[config.mk]
export PLATFORM = sky130hd
export DESIGN_NAME = mux_tree_load_ctrl
export DESIGN_NICKNAME = d
export VERILOG_FILES = /design/src/rtl/mux_tree_ctrl_pkg.sv /design/src/rtl/mux_tree_load_ctrl.sv
export SDC_FILE = /design/constraint.sdc
export NUM_CORES = 1
export LEC_CHECK = 0
export ABC_AREA = 1
export ABC_CLOCK_PERIOD_IN_PS = 1290
export CAP_MARGIN = 5
export CORE_UTILIZATION = 48
export CTS_CLUSTER_SIZE = 28
export DETAILED_ROUTE_END_ITERATION = 16
export PLACE_DENSITY = 0.78
export SLEW_MARGIN = 40
export SYNTH_ARGS = -nofsm -noshare
export SYNTH_HDL_FRONTEND = slang
export SYNTH_SLANG_ARGS = --single-unit
[constraint.sdc]
create_clock -name clk -period 1.29 [get_ports clk]
set_input_delay 0.3225 -clock clk [delete_from_list [all_inputs] [get_ports clk]]
set_output_delay 0.3225 -clock clk [all_outputs]
set_load 0.03 [all_outputs]
[src/rtl/mux_tree_ctrl_pkg.sv]
// Shared types for the operand-bank load / mux-tree evaluation sequencer.
package mux_tree_ctrl_pkg;

   localparam int DATA_W_DEF = 5;
   localparam int CNT_W      = 4;

   typedef enum logic [1:0] {
      OP_LOAD_A = 2'd0,
      OP_LOAD_B = 2'd1,
      OP_CLEAR  = 2'd2,
      OP_EVAL   = 2'd3
   } cmd_op_e;

   typedef enum logic [1:0] {
      ST_IDLE   = 2'd0,
      ST_WRITE  = 2'd1,
      ST_SETTLE = 2'd2,
      ST_RESP   = 2'd3
   } state_e;

endpackage

[src/rtl/mux_tree_load_ctrl.sv]
// Command sequencer: synchronous bank write strobes, loaded/err tracking and a
// settle-timed capture of the mux-tree result.
module mux_tree_load_ctrl
   import mux_tree_ctrl_pkg::*;
#(
   parameter int SETTLE_CYCLES = 2,
   parameter int DATA_W        = DATA_W_DEF
) (
   input  logic              clk,
   input  logic              reset,
   input  logic              cmd_valid,
   output logic              cmd_ready,
   input  logic [1:0]        cmd_op,
   input  logic [DATA_W-1:0] cmd_data,
   output logic              bank_a_we,
   output logic              bank_b_we,
   output logic [DATA_W-1:0] bank_wdata,
   input  logic              tree_out,
   output logic              res_valid,
   input  logic              res_ready,
   output logic              res_data,
   output logic [1:0]        loaded,
   output logic              err
);

   state_e             state_q;
   logic               a_we_q, b_we_q;
   logic [DATA_W-1:0]  wdata_q;
   logic [1:0]         tgt_q;      // {B, A}; both set means CLEAR
   logic [CNT_W-1:0]   cnt_q;
   logic               res_vld_q, res_q;
   logic [1:0]         loaded_q;
   logic               err_q;

   assign cmd_ready  = (state_q == ST_IDLE);
   assign bank_a_we  = a_we_q;
   assign bank_b_we  = b_we_q;
   assign bank_wdata = wdata_q;
   assign res_valid  = res_vld_q;
   assign res_data   = res_q;
   assign loaded     = loaded_q;
   assign err        = err_q;

   always_ff @(posedge clk) begin
      if (reset) begin
         state_q   <= ST_IDLE;
         a_we_q    <= 1'b0;
         b_we_q    <= 1'b0;
         wdata_q   <= '0;
         tgt_q     <= '0;
         cnt_q     <= '0;
         res_vld_q <= 1'b0;
         res_q     <= 1'b0;
         loaded_q  <= '0;
         err_q     <= 1'b0;
      end else begin
         // Strobes are raised on the accepting edge so they cover exactly the WRITE cycle.
         a_we_q <= 1'b0;
         b_we_q <= 1'b0;
         case (state_q)
            ST_IDLE: begin
               if (cmd_valid) begin
                  case (cmd_op_e'(cmd_op))
                     OP_LOAD_A: begin
                        wdata_q <= cmd_data;
                        tgt_q   <= 2'b01;
                        a_we_q  <= 1'b1;
                        state_q <= ST_WRITE;
                     end
                     OP_LOAD_B: begin
                        wdata_q <= cmd_data;
                        tgt_q   <= 2'b10;
                        b_we_q  <= 1'b1;
                        state_q <= ST_WRITE;
                     end
                     OP_CLEAR: begin
                        wdata_q <= '0;
                        tgt_q   <= 2'b11;
                        a_we_q  <= 1'b1;
                        b_we_q  <= 1'b1;
                        state_q <= ST_WRITE;
                     end
                     default: begin
                        if (loaded_q == 2'b11) begin
                           cnt_q   <= CNT_W'(SETTLE_CYCLES - 1);
                           state_q <= ST_SETTLE;
                        end else begin
                           err_q <= 1'b1;
                        end
                     end
                  endcase
               end
            end
            ST_WRITE: begin
               if (tgt_q == 2'b11) begin
                  loaded_q <= 2'b00;
                  err_q    <= 1'b0;
               end else begin
                  loaded_q <= loaded_q | tgt_q;
               end
               state_q <= ST_IDLE;
            end
            ST_SETTLE: begin
               if (cnt_q == '0) begin
                  res_q     <= tree_out;
                  res_vld_q <= 1'b1;
                  state_q   <= ST_RESP;
               end else begin
                  cnt_q <= cnt_q - CNT_W'(1);
               end
            end
            ST_RESP: begin
               if (res_ready) begin
                  res_vld_q <= 1'b0;
                  state_q   <= ST_IDLE;
               end
            end
            default: state_q <= ST_IDLE;
         endcase
      end
   end

endmodule

==> results.txt, run 1 <==
Number of H-tree branching levels: 1
Floorplan Core Area: 1980 µm²
Worst Path Required: 970 ps
Synthesis-stage register bit count: 20
Area share of the largest cell type after synthesis: 0.389
Most frequent cells in the layout: 25 x sky130_fd_sc_hd__nand2_1, 22 x sky130_fd_sc_hd__buf_4, 18 x sky130_fd_sc_hd__dfxtp_1
Number of warning messages in the yosys log: 0
Total I/O pin count: 25
Via count: 976
Mean instance size in the synthesized netlist: 7.56 µm²
Share of the cycle needed by the critical path after routing: 0.988
GP Congestion: 0.902
Hold Crit Start: res_data
Count of cell types in the netlist: 23
Number of hold violations in the final report: 0
Final Skew: 2.40 ps
Hold Path Cell Cnt: 2
Number of nets in the layout: 191
Pin count of the biggest net entering global routing: 13
Most common cell after layout, fill and taps aside: sky130_fd_sc_hd__nand2_1
Total non-filler cell area in the finished layout: 1430 µm²
Post-synthesis net count: 153
Count of filler cells inserted in the layout: 158
Pwr dens: 1290 nW/µm²
Yosys top cell by area: sky130_fd_sc_hd__dfxtp_1
Initial DRT Pass Iterations: 5
CTS tree: done
Cells taking the most area after synthesis: sky130_fd_sc_hd__dfxtp_1 39%, sky130_fd_sc_hd__nand2_1 9.1%, sky130_fd_sc_hd__nand3_1 7.8%, sky130_fd_sc_hd__inv_1 6.6%, sky130_fd_sc_hd__nor2_1 6.2%
Leakage Power: 0.665 nW
Max rail drop VDD: 967 µV
Number of cell rows: 16
Count of hold-fix buffers inserted at cts: 0
Max Cap Violations: 0
Max frequency: 0.785 GHz
Share of the core filled with cells: 0.722
Number of nets with antenna violations after routing: 0
Port Buffers: 24
Diodes inserted: 0
Reg2Reg Launch Point: state_q[0]
CTS Root Cell: sky130_fd_sc_hd__clkbuf_4
Via count of the first global-routing pass: 809
Run status: finished clean
Post-Place Cell Area: 1320 µm²
Setup repair after global routing missed its margin: yes
Max-slew headroom: 0.834
Arrival @ worst endpoint: 950 ps
Initial Util: 0.519
Die Outline Area: 2330 µm²
Area added between synthesis and finish: 39.1%
Num CTS Buffers: 3
Post-Synthesis Cells: 136
Starting DRT DRC Count: 19
Number of vias per cell: 4.88
Layout cell share with drive strength beyond 1: 0.289
Type of the most critical hold path: flip-flop to flip-flop
Total routing resource utilization after global routing: 0.206
Setup total negative slack: 0 ps
Number of setup violations in the final report: 0
Slew Viols, Final: 0
Crit Path Max Fanout: 6
Type of the worst setup path: flip-flop to primary output
Clk pin slew, worst setup/hold paths: 110 ps
Routed Wire Length: 2210 µm
Reg2reg setup slack: 100 ps
Transition time of the tightest slew-check pin: 249 ps
Height of the chip: 48.3 µm
Number of buffers on the longest clock path: 2
Detailed placement HPWL: 1730 µm
WL per Instance: 11.1 µm
Post-Syn Area: 1030 µm²
Number of cells traversed by the worst register-to-register path: 6
Horizontal die dimension: 48.3 µm
Startpoint type of the worst setup path: flip-flop
Clock period minus final worst setup slack: 1270 ps
Sequential-to-total area share from yosys stat: 0.389
Sum of overflow across all layers after global routing: 0
Critical path endpoint category: primary output
Endpoint, Worst Hold: res_data
CTS sink count: 20
First-pass GRT wire length: 3270 µm
Clock latency on the worst-skew pair: 300 ps
Worst r2r dst: bank_wdata[1]
Initial antenna violation count: 0
DRC violation count after routing: 0
where the power goes:
part	switching, W	internal (W)
logic	0.000352	0.000255
clock network	0.000189	0.000314
registers	0.0000516	0.000679
total	0.000592	0.00125
registers in the layout, summed over array words and instances, names as in the netlist, 2 cells and up, named ones only:
name and flops:
bank_wdata 5, tgt_q 2, state_q 2, cnt_q 4
layout make-up:
class	instances	area [µm²]	area share
clock buffer	3	22.5	0.0157
clock inverter	1	30.0	0.0210
inverter	21	86.3	0.0604
multi-input combinational	93	559	0.391
sequential	20	405	0.283
tap	27	33.8	0.0236
timing repair buffer	34	288	0.201
timing repair inverter	1	5.00	0.00350
worst max-delay path by stage:
| stage | depth (start not counted) | slack (ps) | end | startpoint |
|---|---|---|---|---|
| floorplan | 6 | 70 | bank_wdata[0] | state_q[0] |
| detailed placement | 7 | -420 | bank_wdata[1] | cmd_op[0] |
| CTS | 2 | -10 | cmd_ready | state_q[0] |
| global placement | 7 | -330 | bank_wdata[2] | cmd_op[0] |
| finish | 2 | 20 | cmd_ready | state_q[0] |
| global route | 2 | -30 | cmd_ready | state_q[0] |
worst max-delay path, cell delays in order, from the launching register on:
cell,delay [ps]
sky130_fd_sc_hd__dfxtp_2,370
sky130_fd_sc_hd__nor2_4,140
sky130_fd_sc_hd__buf_6,140
cell usage after synthesis:
library cell / n
sky130_fd_sc_hd__o21ai_0: 1
sky130_fd_sc_hd__inv_2: 1
sky130_fd_sc_hd__a21oi_1: 12
sky130_fd_sc_hd__nand3_1: 16
sky130_fd_sc_hd__nand4_1: 2
sky130_fd_sc_hd__o21a_1: 1
sky130_fd_sc_hd__nor2_1: 17
sky130_fd_sc_hd__inv_1: 18
sky130_fd_sc_hd__buf_2: 1
sky130_fd_sc_hd__nor2_8: 1
sky130_fd_sc_hd__nand2_1: 25
sky130_fd_sc_hd__o21ai_1: 5
sky130_fd_sc_hd__o21a_2: 1
sky130_fd_sc_hd__inv_4: 1
sky130_fd_sc_hd__a21oi_2: 1
sky130_fd_sc_hd__buf_4: 1
sky130_fd_sc_hd__nand2_2: 1
sky130_fd_sc_hd__dfxtp_1: 20
sky130_fd_sc_hd__clkinv_4: 1
sky130_fd_sc_hd__nand3_4: 3
sky130_fd_sc_hd__nand2_4: 1
sky130_fd_sc_hd__nor2_4: 1
sky130_fd_sc_hd__ha_1: 5
through the flow:
stage          instances  power [W]  hold WS (ps)  setup WS [ps]
2_1_floorplan        136    0.00111           464           67.1
3_3_place_gp         193    0.00127           433           -333
3_5_place_dp         193    0.00129           437           -417
4_1_cts              198    0.00181           454          -13.7
5_1_grt              200    0.00195           493          -27.7
6_report             200    0.00184           451           16.0
what timing repair did:
action,CTS,global route
resized for setup,6,10
buffers inserted,1,1
cloned,0,1
pin swaps,2,1
endpoints found under the setup margin,13,13
metal layers:
layer,wire length (µm),track usage,part of all wire,vias to the layer above
met4,12,0.0833,0.0054,0
li1,-,-,-,510
met2,1150,0.344,0.52,23
met1,962,0.257,0.44,441
met3,91,0.0444,0.041,2
met5,0,0,0,-
cell families after synthesis:
family / count (synthesis) / synth area share
AO/OA/AOI/OAI: 21 / 0.112
buffers and inverters: 23 / 0.0961
AND/OR/NAND/NOR: 67 / 0.342
flip-flops: 20 / 0.389
adder cells (fa/ha/maj): 5 / 0.0608
Power figures use the tool's default switching activity.
==> run 2, diff against run 1 <==
--- a/config.mk
+++ b/config.mk
@@ -8,10 +8,11 @@
 export ABC_AREA = 1
 export ABC_CLOCK_PERIOD_IN_PS = 1290
 export CAP_MARGIN = 5
-export CORE_UTILIZATION = 48
+export CORE_MARGIN = 2
+export CORE_UTILIZATION = 40
 export CTS_CLUSTER_SIZE = 28
 export DETAILED_ROUTE_END_ITERATION = 16
-export PLACE_DENSITY = 0.78
+export PLACE_DENSITY = 0.67
 export SLEW_MARGIN = 40
 export SYNTH_ARGS = -nofsm -noshare
 export SYNTH_HDL_FRONTEND = slang
==> results.txt, run 2 (synthesized netlist as in run 1, its figures left out) <==
Count of placed standard cells in the final layout, fillers left out: 208 (+4.0%)
Number of buffers on the longest clock path: 2 (unchanged)
Setup repair after global routing missed its margin: yes
Worst Path Required: 970 ps (about the same)
Endpoint, Worst Hold: res_data
Total non-filler cell area in the finished layout: 1480 µm² (+3.7%)
Starting DRT DRC Count: 9 (-10)
Number of cells traversed by the worst register-to-register path: 7 (+1)
Buffer and inverter count on the worst path: 1 (unchanged)
Initial Util: 0.419 (-0.100)
Total I/O pin count: 25 (unchanged)
Horizontal die dimension: 54.7 µm (+13%)
Share of the cycle needed by the critical path after routing: 0.984 (-0.00404)
Transition time of the tightest slew-check pin: 170 ps (-79.7 ps)
Die Outline Area: 2990 µm² (+28%)
Hold Path Cell Cnt: 2 (unchanged)
First-pass GRT wire length: 3680 µm (+13%)
Sum of overflow across all layers after global routing: 0 (unchanged)
Run status: finished clean
Final Skew: 2.72 ps (+0.323 ps)
CTS sink count: 20 (unchanged)
Type of the most critical hold path: flip-flop to flip-flop
Height of the chip: 54.7 µm (+13%)
Layout cell share with drive strength beyond 1: 0.303 (+0.0144)
Number of setup violations in the final report: 0 (unchanged)
Largest stage delay, worst path: 380 ps (about the same)
Multi-input gate area in the final layout: 566 µm² (+1.1%)
DRC violation count after routing: 0 (unchanged)
Number of vias per cell: 4.76 (-2.4%)
Most common cell after layout, fill and taps aside: sky130_fd_sc_hd__buf_4
Clock period minus final worst setup slack: 1270 ps (-5.22 ps)
Stages on worst setup path: 2 (unchanged)
Startpoint type of the worst setup path: flip-flop
Clk pin slew, worst setup/hold paths: 120 ps (about the same)
Routed Wire Length: 2290 µm (+3.4%)
Arrival @ worst endpoint: 950 ps (about the same)
Cell at the slowest stage of the critical path: sky130_fd_sc_hd__dfxtp_4
Initial DRT Pass Iterations: 4 (-1)
Post-Place Cell Area: 1340 µm² (+1.4%)
Max rail drop VDD: 697 µV (-28%)
Hold Crit Start: res_data
Number of cell rows: 18 (+2)
Number of hold violations in the final report: 0 (unchanged)
Crit Path Max Fanout: 4 (-2)
Max-slew headroom: 0.887 (+0.0533)
Critical path endpoint category: primary output
Num CTS Buffers: 3 (unchanged)
Worst r2r dst: state_q[1]
Most frequent cells in the layout: 28 x sky130_fd_sc_hd__buf_4, 25 x sky130_fd_sc_hd__nand2_1, 18 x sky130_fd_sc_hd__dfxtp_1
Pin count of the biggest net entering global routing: 13 (unchanged)
Count of filler cells inserted in the layout: 213 (+35%)
GP Congestion: 0.864 (-4.2%)
Number of nets with antenna violations after routing: 0 (unchanged)
Reg2Reg Launch Point: cnt_q[0]
Floorplan Core Area: 2450 µm² (+24%)
Total placed cells including tap cells: 198 (+2.6%)
Detailed placement HPWL: 1740 µm (+0.27%)
Slew Viols, Final: 0 (unchanged)
Largest delay contributor family on the critical path: flip-flops
Cell chain of the critical path: nor2_4 > buf_6
Pwr dens: 1260 nW/µm² (-1.7%)
Max frequency: 0.788 GHz (+0.41%)
Sequential cell area in the final layout: 408 µm² (+0.62%)
Port Buffers: 24 (unchanged)
Reg2reg setup slack: 90 ps (about the same)
Number of nets in the layout: 196 (+2.6%)
Max Cap Violations: 0 (unchanged)
Number of H-tree branching levels: 1 (unchanged)
Total routing resource utilization after global routing: 0.169 (-0.0367)
Leakage Power: 0.686 nW (+3.2%)
Flip-flop count of the largest register, all copies and words added: 5 (unchanged)
Clock latency on the worst-skew pair: 300 ps (about the same)
CTS tree: done
Area added between synthesis and finish: 44.2%
WL per Instance: 11.0 µm (-0.58%)
Post-Route Hold Slack: 459 ps (+8.49 ps)
Diodes inserted: 0 (unchanged)
Initial antenna violation count: 0 (unchanged)
Via count: 991 (+1.5%)
Share of the core filled with cells: 0.604 (-0.118)
CTS Root Cell: sky130_fd_sc_hd__clkbuf_4
Type of the worst setup path: flip-flop to primary output
Via count of the first global-routing pass: 874 (+8.0%)
## run 2: area by class of cell
cell class              instances  share of cell area
inverters                      21              0.0582
well taps                      30              0.0253
clock inverters                 1              0.0203
multi-input cells              93               0.381
clock buffers                   3              0.0152
repair buffers                 40               0.224
flip-flops and latches         20               0.275
## run 2: layer usage
layer | GRT usage | up-vias | wire length, µm | part of all wire
met3 | 0.0246 | 2 | 83 | 0.036
met2 | 0.278 | 20 | 1130 | 0.50
li1 | - | 523 | - | -
met4 | 0.0625 | 0 | 10 | 0.0044
met5 | 0 | - | 0 | 0
met1 | 0.222 | 446 | 1060 | 0.46
## run 2: repair_timing
action | in CTS | in global routing
gates resized for setup | 5 | 11
pin swaps | 3 | 2
hold buffers | 0 | 0
setup buffers | 3 | 3
hold endpoints to repair | 0 | 0
setup endpoints to repair | 13 | 15
## run 2: worst min-delay path, cell delays in order (launching register included)
cell and delay, ps:
sky130_fd_sc_hd__dfxtp_1 330, sky130_fd_sc_hd__inv_1 50, sky130_fd_sc_hd__a21oi_1 50
## run 2: where the power goes
part	total, W	internal, W	leakage [nW]	switching (W)
Sequential	0.000726	0.000679	0.165	0.0000469
Combinational	0.000638	0.000279	0.494	0.000359
Clock	0.000511	0.000314	0.0279	0.000197
## run 2: worst max path at each step
stage,startpoint,endpoint,slack [ps]
3_3_place_gp,cmd_op[0],tgt_q[1],-340
2_1_floorplan,state_q[0],bank_wdata[0],70
3_5_place_dp,cmd_op[0],tgt_q[0],-400
6_report,state_q[0],cmd_ready,20
5_1_grt,state_q[0],cmd_ready,-20
4_1_cts,state_q[0],cmd_ready,-10
## run 2: stage by stage
step	TNS (ps)	total power, W	worst slack, ps
final	0	0.00187	21.2
after global routing	-19.6	0.00199	-17.7
after CTS	-9.91	0.00183	-9.91
after detailed placement	-5150	0.00129	-398
after global placement	-4550	0.00128	-339
after floorplan	0	0.00111	67.1
